[src/rtl/seq_shift_mul_unit.sv]
// Sequential shift-add multiplier and one-bit-per-cycle shifter for the 8 x 8-bit register file.
// Accepts one operation from IDLE, iterates in BUSY, then issues a single write strobe in DONE.
module seq_shift_mul_unit (
   input  logic       CLK,
   input  logic       RESET,
   input  logic       START,
   input  logic [2:0] OPCODE,
   input  logic [7:0] OPERAND1,
   input  logic [7:0] OPERAND2,
   input  logic [2:0] DEST_IN,
   output logic [7:0] RESULT,
   output logic [2:0] DEST_OUT,
   output logic       WRITE,
   output logic       BUSY,
   output logic       ERROR
);

   typedef enum logic [1:0] {
      S_IDLE,
      S_BUSY,
      S_DONE
   } state_t;

   localparam logic [2:0] OP_MUL = 3'b000;
   localparam logic [2:0] OP_SLL = 3'b001;
   localparam logic [2:0] OP_SRL = 3'b010;
   localparam logic [2:0] OP_SRA = 3'b011;
   localparam logic [2:0] OP_ROR = 3'b100;

   state_t     state;
   state_t     state_next;
   logic [7:0] mcand;
   logic [7:0] mplier;
   logic [7:0] acc;
   logic [2:0] op;
   logic [2:0] dest;
   logic [3:0] count;
   logic       op_valid;
   logic       accept;

   assign op_valid = (OPCODE <= OP_ROR);
   assign accept   = (state == S_IDLE) && START && op_valid;

   always_ff @(posedge CLK) begin
      if (RESET) begin
         state <= S_IDLE;
      end else begin
         state <= state_next;
      end
   end

   // WRITE and BUSY are decoded straight from the state so they can never lag it.
   always_comb begin
      state_next = state;
      WRITE      = 1'b0;
      BUSY       = 1'b0;
      case (state)
         S_IDLE: begin
            if (accept) begin
               state_next = S_BUSY;
            end
         end
         S_BUSY: begin
            BUSY = 1'b1;
            if (count == 4'd0) begin
               state_next = S_DONE;
            end
         end
         S_DONE: begin
            BUSY       = 1'b1;
            WRITE      = 1'b1;
            state_next = S_IDLE;
         end
         default: begin
            state_next = S_IDLE;
         end
      endcase
   end

   // For shifts the multiplicand register doubles as the shift register, so RESULT
   // is taken from acc for MUL and from mcand otherwise.
   always_ff @(posedge CLK) begin
      if (RESET) begin
         mcand    <= 8'h00;
         mplier   <= 8'h00;
         acc      <= 8'h00;
         op       <= 3'b000;
         dest     <= 3'b000;
         count    <= 4'd0;
         RESULT   <= 8'h00;
         DEST_OUT <= 3'b000;
         ERROR    <= 1'b0;
      end else begin
         ERROR <= (state == S_IDLE) && START && !op_valid;
         case (state)
            S_IDLE: begin
               if (accept) begin
                  mcand  <= OPERAND1;
                  mplier <= OPERAND2;
                  op     <= OPCODE;
                  dest   <= DEST_IN;
                  acc    <= 8'h00;
                  count  <= (OPCODE == OP_MUL) ? 4'd8 : {1'b0, OPERAND2[2:0]};
               end
            end
            S_BUSY: begin
               if (count != 4'd0) begin
                  count <= count - 4'd1;
                  case (op)
                     OP_MUL: begin
                        if (mplier[0]) begin
                           acc <= acc + mcand;
                        end
                        mcand  <= {mcand[6:0], 1'b0};
                        mplier <= {1'b0, mplier[7:1]};
                     end
                     OP_SLL:  mcand <= {mcand[6:0], 1'b0};
                     OP_SRL:  mcand <= {1'b0, mcand[7:1]};
                     OP_SRA:  mcand <= {mcand[7], mcand[7:1]};
                     OP_ROR:  mcand <= {mcand[0], mcand[7:1]};
                     default: mcand <= mcand;
                  endcase
               end else begin
                  RESULT   <= (op == OP_MUL) ? acc : mcand;
                  DEST_OUT <= dest;
               end
            end
            default: begin
            end
         endcase
      end
   end

endmodule

[config.mk]
export PLATFORM = sky130hd
export DESIGN_NAME = seq_shift_mul_unit
export DESIGN_NICKNAME = d
export VERILOG_FILES = /design/src/rtl/seq_shift_mul_unit.sv
export SDC_FILE = /design/constraint.sdc
export NUM_CORES = 1
export LEC_CHECK = 0
export ABC_AREA = 1
export BUFFER_PORTS_ARGS = -buffer_cell sky130_fd_sc_hd__buf_4
export CAP_MARGIN = 20
export CORE_MARGIN = 2
export CORE_UTILIZATION = 29
export CTS_BUF_LIST = sky130_fd_sc_hd__clkbuf_8
export DETAILED_ROUTE_END_ITERATION = 10
export MAX_ROUTING_LAYER = met4
export PLACE_DENSITY = 0.51
export REMOVE_ABC_BUFFERS = 1
export SKIP_CTS_REPAIR_TIMING = 1
export SLEW_MARGIN = 20
export SYNTH_ARGS = -nofsm -noshare
export SYNTH_HDL_FRONTEND = slang
export SYNTH_SLANG_ARGS = --single-unit
[constraint.sdc]
create_clock -name CLK -period 2.2 [get_ports CLK]
set_input_delay 0.11 -clock CLK [delete_from_list [all_inputs] [get_ports CLK]]
set_output_delay 0.11 -clock CLK [all_outputs]
set_load 0.02 [all_outputs]
==> results of run 1 <==
==> layer usage <==
metal  GRT usage (%)  up-vias
met3            2.57        6
met4            3.27        0
met5               -        -
met2            24.1       33
li1                -     1333
met1            19.8     1134
==> kinds of logic after synthesis <==
kind of cell / Yosys count / synth area share, %
and+or+nand+nor: 178 / 28.3
AOI/OAI and AO/OA: 87 / 17.8
buffers and inverters: 53 / 8.76
DFF: 48 / 35.4
adders and majority gates: 13 / 6.27
xor gates and xnor gates: 6 / 1.94
muxes: 4 / 1.48
==> worst reg2reg max path, stage by stage (launching register included) <==
cell and delay (ns):
dfxtp_1 0.33, inv_1 0.12, ha_1 0.27, nand2_2 0.08, inv_1 0.07, nand2_2 0.16
nand2_2 0.25, nand3_4 0.19, nor2_8 0.16, nand2_1 0.07, a21oi_1 0.11
==> where the power goes <==
group          internal, mW  total (mW)  switching (mW)
sequential             1.14        1.35           0.210
clock                 0.255       0.559           0.304
combinational         0.809        2.21            1.41
total                  2.20        4.12            1.92
==> through the flow <==
stage	std cells	TNS (ns)	util (%)
after floorplan	374	-0.677	-
after global placement	531	0	33.9
after detailed placement	531	0	33.9
after CTS	539	0	35.0
after global routing	539	0	35.0
final	539	0	35.0
==> area by class of cell <==
type | count | area [um^2]
repair buffers | 46 | 345
multi-input cells | 288 | 1510
clock inverters | 2 | 15.0
inverters | 38 | 143
fillers | 964 | 5950
well taps | 111 | 139
clock buffers | 6 | 82.6
flip-flops and latches | 48 | 961
==> flip-flops by register name (all words and copies together), names as in the netlist <==
register  count
mplier        8
DEST_OUT      3
dest          3
mcand         8
count         4
state         2
acc           8
ERROR         1
op            3
RESULT        8
==> worst max-delay path by stage <==
stage	start	end	slack, ns	depth (start not counted)
after floorplan	state[1]	mcand[2]	-0.07	9
after global placement	state[0]	acc[6]	0.35	11
after detailed placement	state[0]	acc[5]	0.32	11
after CTS	state[0]	acc[7]	0.30	10
after global routing	state[0]	mcand[6]	0.08	10
final	state[0]	acc[4]	0.31	10
==> cell usage in the layout (no fill, tap or decap) <==
cell type	instances
xnor2_1	3
o21ai_2	1
a21oi_1	40
nand3b_4	1
clkinvlp_4	2
xor2_1	3
o21ai_4	1
inv_1	37
mux2i_1	4
buf_4	46
a21oi_2	1
inv_2	1
o21ai_1	5
ha_1	12
nor2_2	1
a211oi_1	3
nor2_8	1
fa_1	1
clkbuf_8	6
nand3_4	1
nand3_1	14
a21boi_0	2
or2_2	1
nand4_1	2
dfxtp_1	48
o31ai_1	1
a21oi_4	1
nand2_2	6
o22ai_1	2
o21ai_0	30
nand3b_1	1
nand2_1	97
nor3_1	6
nor2_1	47
==> synthesized netlist by cell type, types with 2 or more instances <==
| cell type | number |
|---|---|
| inv_1 | 37 |
| o21ai_1 | 5 |
| buf_6 | 4 |
| xor2_1 | 3 |
| dfxtp_1 | 48 |
| nand2_1 | 97 |
| buf_2 | 4 |
| nor3_1 | 6 |
| clkbuf_1 | 5 |
| o21ai_0 | 30 |
| a211oi_1 | 3 |
| nand2_2 | 6 |
| xnor2_1 | 3 |
| nand3_1 | 14 |
| nand4_1 | 2 |
| ha_1 | 12 |
| nor2_1 | 47 |
| a21oi_1 | 40 |
| a21boi_0 | 2 |
| o22ai_1 | 2 |
| mux2i_1 | 4 |
==> results.md, run 1 <==
- Status: finished clean
- Crit-path most repeated cell: nand2_2
- Worst Hold Launch: DEST_IN[1]
- Die area: 0.0101 mm^2
- Setup Viol. Count Final: 0
- CP delay by family, top: simple AND/OR/NAND/NOR gates
- I/O pins: 39
- P&R area growth vs syn: 17.9%
- Reg2reg setup slack: 0.31 ns
- Final period util: 85.7%
- Hold Path End: dest[1]
- I/O Buffers: 38
- DRC: 0
- Asr flop ratio synth: 0%
- Final ANT Viol Nets: 0
- Clock sink count: 48
- Max-slew violations: 0
- Hold WC Path Type: in2reg
- Uppermost layer routed: met4
- Synth area leader: dfxtp_1
- Seq/Total Area, Yosys: roughly 35%
- Hold Path Cell Cnt: 3
- Met2 WL post-DR: 3.20 mm
- Setup Slack @ Placement: ~0.32 ns
- DR vias/cell: around 4.6
- Final clock skew: 0.00806 ns
- CP Cell Sequence: inv_1, ha_1, nand2_2, inv_1, nand2_2, nand2_2, nand3_4, nor2_8, nand2_1, a21oi_1
- Max stage delay on crit path: 0.33 ns
- Number of max-cap violations: 0
- Synthesis Warnings: 0
- Worst EP arrival: between 2 and 2.5 ns
- M1 WL: between 3 and 4 mm
- Row count: 35
- CTS H-tree depth: 2
- CTS tree: done
- CTS Buf Count: 5
- Seq cells post-synth: 48
- Power, Total: 4.12 mW
- Worst vdd ir: between 0.4 and 0.5 mV
- Worst-Margin Slew: ~0.5 ns
- Dominant synthesized flop cell: dfxtp_1
- Cell Area, Placed: 0.00310 mm^2
- Worst Setup Start Kind: flop
- Slew margin rel.: 67.0%
- Post-Syn Area: around 0.0027 mm^2
- Critical Path RT: 2.44 ns
- Via count: 2506
- Synthesized area per cell: 6.97 um^2
- Dpl hpwl: 5.20 mm
- Final hold vios: 0
- Final net count: 465
- CP Buf/Inv Count: 2
- Peak Freq: 530 MHz
- Critical path fanouts, max: 11
- Clock slew at reported path FFs: 0.09 ns
- Initial core utilization: approximately 30%
- Clk buf depth: 2
- P_leak: 1.50 nW
- Core box area: 0.00915 mm^2
- RSZ-0062 raised after global routing: false
- Final instance area: 0.00320 mm^2
- Die height: around 100 um
- Clk_lat worst skew: 0.30 ns
- Worst Setup Slack, final: 0.315 ns
- Metal3 WL: 177 um
- First-pass GRT wire length: 11.9 mm
- Layout cells sized above 1: 16.4%
- Reg2reg end: acc[4]
- Hold slack final: roughly 0.059 ns
- Grt total ovfl: 0
- Wire length per cell: between 10 and 15 um
- Max stage delay cell, worst path: dfxtp_1
- Critical path class: reg2reg
- R2R depth: 10
- Vias in the first global route: approximately 2400
- Root Buffer: clkbuf_8
- Global Route Usage Sum: around 15%
- Post-Route WL: 6.93 mm
- Antenna cells: 0
- Initial DRT Pass Iterations: 4
- Pin count of the biggest net entering global routing: 30
- Synth top area share: 35.4%
- Crit end category: flop
- FF-to-FF Start: state[0]
- DRT iter0 DRCs: 66
- Cells after synthesis: 389
- Initial antenna violation count: 0
- Synth cell types: 36
- Top cells by area, synth: dfxtp_1, nand2_1, a21oi_1, nor2_1, ha_1
- Post-layout min period: between 1.5 and 2 ns
- DIE WIDTH: 101 um
- Pwr dens: 1290 mW/mm^2
- Placer congestion estimate: 0.840
- Post-synth EDFFs: 0
(Power assumes the default switching activity.)
==> run 2, diff against run 1 <==
==> constraint.sdc (replaced) <==
create_clock -name CLK -period 2.2 [get_ports CLK]
set_input_delay 0.44 -clock CLK [delete_from_list [all_inputs] [get_ports CLK]]
set_output_delay 0.44 -clock CLK [all_outputs]
set_load 0.02 [all_outputs]
==> results.md, run 2 (same netlist as run 1, synthesis figures left out) <==
- Grt total ovfl: 0
- Final ANT Viol Nets: 0
- DRC: 0
- Switching Fraction: 46.5%
- CP Cell Sequence: inv_1, ha_1, nand2_2, inv_1, nand2_2, nand2_2, nand3_4, inv_1, nor2_1, nor2_1, nor2_1
- Clock slew at reported path FFs: 0.09 ns
- Antenna cells: 0
- Worst vdd ir: ~0.46 mV
- Worst-Margin Slew: 0.418 ns
- DR vias/cell: 4.67
- Slew margin rel.: 71.9%
- Placer congestion estimate: 0.877
- Critical path fanouts, max: 11
- Core box area: 0.00915 mm^2
- P&R area growth vs syn: 18.3%
- Internal power: 2.20 mW
- Max-slew violations: 0
- Initial DRT Pass Iterations: 4
- Final period util: 83.0%
- Most frequent cells in the layout: nand2_1, buf_4, dfxtp_1
- Root Buffer: clkbuf_8
- CTS Buf Count: 5
- Worst Hold Launch: DEST_IN[2]
- Clock share of power: about 13%
- Hold WC Path Type: in2reg
- Dpl hpwl: 5.20 mm
- P_sw: roughly 1.9 mW
- Layout cells sized above 1: 16.5%
- CP delay by family, top: simple AND/OR/NAND/NOR gates
- DIE WIDTH: 101 um
- Pin count of the biggest net entering global routing: 25
- Most common cell after layout, fill and taps aside: nand2_1
- Crit end category: flop
- Status: finished clean
- Clock sink count: 48
- CP startpoint: state[0]
- Die height: 101 um
- P_leak: 1.52 nW
- Global Route Usage Sum: 14.7%
- Post-layout min period: 1.83 ns
- Max stage delay on crit path: 0.32 ns
- Finished Layout Cells: 542
- Comb pwr share: 55.1%
- Clk buf depth: 2
- Power, Total: between 4 and 5 mW
- I/O pins: 39
- I/O Buffers: 38
- Cell Area, Placed: 0.00312 mm^2
- Row count: 35
- Pwr dens: around 1300 mW/mm^2
- Reg power frac: 32.3%
- Worst Setup Start Kind: flop
- Final hold vios: 0
- Max stage delay cell, worst path: dfxtp_1
- Peak Freq: 548 MHz
- Final net count: approximately 470
- Worst Setup Slack, final: 0.375 ns
- First-pass GRT wire length: 11.5 mm
- CP Buf/Inv Count: 3
- CTS tree: done
- Critical Path RT: approximately 2.4 ns
- Vias in the first global route: approximately 2500
- Worst EP arrival: 2.02 ns
- Via count: 2531
- Critical path class: reg2reg
- Final core utilization: between 30% and 40%
- FF-to-FF Start: state[0]
- Die area: slightly above 0.01 mm^2
- Post-Route WL: 6.81 mm
- Setup Viol. Count Final: 0
- Number of max-cap violations: 0
- RSZ-0062 raised after global routing: false
- Wire length per cell: 12.6 um
- DRT iter0 DRCs: 50
- Final instance area: 0.00321 mm^2
- Initial antenna violation count: 0
- Setup Slack @ Placement: roughly 0.37 ns
- Clk_lat worst skew: 0.31 ns
- Final clock skew: 0.0105 ns
- Placed Cells: approximately 530
- CTS H-tree depth: 2
- Initial core utilization: 29.6%
run 2: cell types whose count changed in the layout (fill, tap and decap cells not counted):
cell,before,now
clkbuf_8,6,5
clkinvlp_4,2,0
buf_4,46,49
inv_1,37,39
clkinv_4,0,1
run 2: routing by layer:
layer  GRT usage, %  share of wire [%]  routed length, um  up-vias
met3           2.36                2.6                175       11
met5              -                  0                  0        -
met4           4.64                1.9                129        0
met2           24.8                 47               3210       41
met1           18.0                 48               3300     1136
li1               -                  -                  -     1343
run 2: final cells by class:
type	count	area (um^2)
flip-flops and latches	48	961
clock inverters	3	16.3
repair buffers	49	368
fillers	985	5940
clock buffers	5	68.8
inverters	38	143
multi-input cells	288	1510
well taps	111	139
run 2: worst min-delay path, delay by kind of cell:
| kind | cells | cell delay (ns) |
|---|---|---|
| and+or+nand+nor | 1 | 0.07 |
| AOI/OAI and AO/OA | 1 | 0.07 |
| buffers and inverters | 1 | 0.08 |
run 2: worst paths after layout:
| kind | depth (start not counted) | end | slack (ns) |
|---|---|---|---|
| worst max register to register | 11 | acc[6] | 0.37 |
| worst max-delay path | 11 | acc[6] | 0.37 |
| worst min register to register | 2 | DEST_OUT[1] | 0.47 |
| worst min-delay path | 3 | dest[2] | 0.39 |
run 2: power by group through the flow:
stage	clock network, mW	registers (mW)	logic (mW)
2_1_floorplan	0	1.38	1.51
3_3_place_gp	0	1.34	2.27
3_5_place_dp	0	1.35	2.28
4_1_cts	0.540	1.33	2.29
5_1_grt	0.565	1.36	2.57
6_report	0.518	1.33	2.27
run 2: through the flow:
step                      TNS [ns]  hold slack (ns)
after global routing             0            0.401
after global placement           0            0.458
after CTS                        0            0.387
after detailed placement         0            0.455
after floorplan             -0.677            0.435
final                            0            0.394
==> run 3, diff against run 2 <==
--- a/config.mk
+++ b/config.mk
@@ -13,7 +13,7 @@
 export CTS_BUF_LIST = sky130_fd_sc_hd__clkbuf_8
 export DETAILED_ROUTE_END_ITERATION = 10
 export MAX_ROUTING_LAYER = met4
-export PLACE_DENSITY = 0.51
+export PLACE_DENSITY = 0.53
 export REMOVE_ABC_BUFFERS = 1
 export SKIP_CTS_REPAIR_TIMING = 1
 export SLEW_MARGIN = 20
==> constraint.sdc (replaced) <==
create_clock -name CLK -period 1.6 [get_ports CLK]
set_input_delay 0.32 -clock CLK [delete_from_list [all_inputs] [get_ports CLK]]
set_output_delay 0.32 -clock CLK [all_outputs]
set_load 0.02 [all_outputs]
==> results.md, run 3 (same netlist as run 1, synthesis figures left out) <==
- Status: finished clean
- Pwr dens: 1830 mW/mm^2
- Comb pwr share: between 50% and 60%
- Placed Cells: between 500 and 600
- Internal power: 3.71 mW
- Layout cells sized above 1: 25.9%
- CP Buf/Inv Count: 3
- Hold WC Path Type: in2reg
- Die area: 0.0101 mm^2
- CTS H-tree depth: 2
- CP Cell Sequence: inv_2, buf_4, ha_1, buf_4
- Filler cells: 941
- I/O pins: 39
- Reg power frac: 28.2%
- CP startpoint: state[0]
- Critical Path RT: roughly 1.3 ns
- Antenna cells: 0
- P_leak: between 1.5 and 2 nW
- Via count: 2620
- Clock slew at reported path FFs: 0.09 ns
- Power, Total: 6.51 mW
- Final hold vios: 0
- Placer congestion estimate: 0.809
- Register area: 967 um^2
- Max-slew violations: 0
- Post-Route WL: 6.97 mm
- Setup Viol. Count Final: 0
- Most frequent cells in the layout: nand2_1, buf_4, nor2_1
- Number of max-cap violations: 0
- Grt total ovfl: 0
- CTS tree: done
- Root Buffer: clkbuf_8
- DR vias/cell: ~4.6
- Final clock skew: 0.00620 ns
- Peak Freq: ~650 MHz
- Core box area: 0.00915 mm^2
- CTS Buf Count: 5
- Critical path class: reg2out
- Final core utilization: 38.9%
- Final net count: a little under 500
- Critical path fanouts, max: 3
- First-pass GRT wire length: about 12 mm
- Max stage delay on crit path: 0.37 ns
- Final instance area: approximately 0.0036 mm^2
- DIE WIDTH: 101 um
- Pin count of the biggest net entering global routing: 21
- Post-layout min period: between 1.5 and 2 ns
- Setup tns final: 0 ns
- Worst EP arrival: approximately 1.2 ns
- Crit end category: output port
- Dpl hpwl: roughly 5.4 mm
- P_sw: 2.80 mW
- Global Route Usage Sum: 14.8%
- Multi-input gate area: 0.00162 mm^2
- Slew margin rel.: 81.3%
- Clk buf depth: 2
- Final ANT Viol Nets: 0
- Initial core utilization: 29.6%
- Max stage delay cell, worst path: dfxtp_2
- DRT iter0 DRCs: 77
- Worst vdd ir: 0.736 mV
- DRC: 0
- Cell Area, Placed: around 0.0033 mm^2
- Final period util: 96.8%
- P&R area growth vs syn: 31.3%
- Switching Fraction: 43.0%
- Initial antenna violation count: 0
- I/O Buffers: 38
- Clock sink count: 48
- Vias in the first global route: 2501
- Worst-Margin Slew: around 0.28 ns
- Crit-path most repeated cell: buf_4
- Worst Hold Launch: DEST_IN[1]
- CP delay by family, top: flip-flops
- Clk_lat worst skew: 0.30 ns
- Initial DRT Pass Iterations: 4
- Row count: 35
- Finished Layout Cells: 566
- RSZ-0062 raised after global routing: true
- Worst Setup Start Kind: flop
- FF-to-FF Start: state[1]
- Clock share of power: 13.0%
- Wire length per cell: 12.3 um
- Most common cell after layout, fill and taps aside: nand2_1
- Die height: ~100 um
-- run 3: changes by cell type in the layout (fill, tap and decap cells not counted), sizes merged --
cell | previous run | this run
buf | 49 | 75
inv | 40 | 38
clkinv | 1 | 0
bufinv | 0 | 1
-- run 3: final timing paths --
path	to	slack (ns)	cells past startpoint
worst min register to register	DEST_OUT[2]	0.47	2
worst max-delay path	WRITE	0.05	4
worst min-delay path	dest[1]	0.26	3
worst max register to register	acc[7]	0.09	9
-- run 3: layout make-up --
| type | count | share of cell area [%] |
|---|---|---|
| Clock inverter | 1 | 0.843 |
| Clock buffer | 5 | 1.93 |
| Tap cell | 111 | 3.90 |
| Timing Repair Buffer | 75 | 16.5 |
| Sequential cell | 48 | 27.2 |
| Multi-Input combinational cell | 288 | 45.6 |
| Inverter | 38 | 4.07 |
-- run 3: metrics by stage --
step	setup WS [ns]	hold slack (ns)
after floorplan	-0.666	0.389
after global placement	-0.0504	0.453
after detailed placement	-0.124	0.455
after CTS	-0.151	0.257
after global routing	-0.0318	0.263
final	0.0507	0.263
-- run 3: power groups by stage --
stage | Clock [mW] | Sequential [mW] | Combinational [mW]
2_1_floorplan | 0 | 1.90 | 2.08
4_1_cts | 0.877 | 1.81 | 3.59
5_1_grt | 0.923 | 1.89 | 4.30
3_3_place_gp | 0 | 1.83 | 3.57
6_report | 0.845 | 1.83 | 3.83
3_5_place_dp | 0 | 1.83 | 3.57
-- run 3: tightest hold or removal path, cell delays in order --
cell and delay [ns]:
buf_4 0.07, o21ai_0 0.07, nor2_1 0.07
-- run 3: per-layer routing --
metal  vias to the layer above  track usage [%]  part of all wire [%]
met5                         -                -                     0
met4                         0             2.85                  0.62
met3                         7             3.40                   3.7
met2                        44             24.7                    48
met1                      1181             18.3                    47
li1                       1388                -                     -
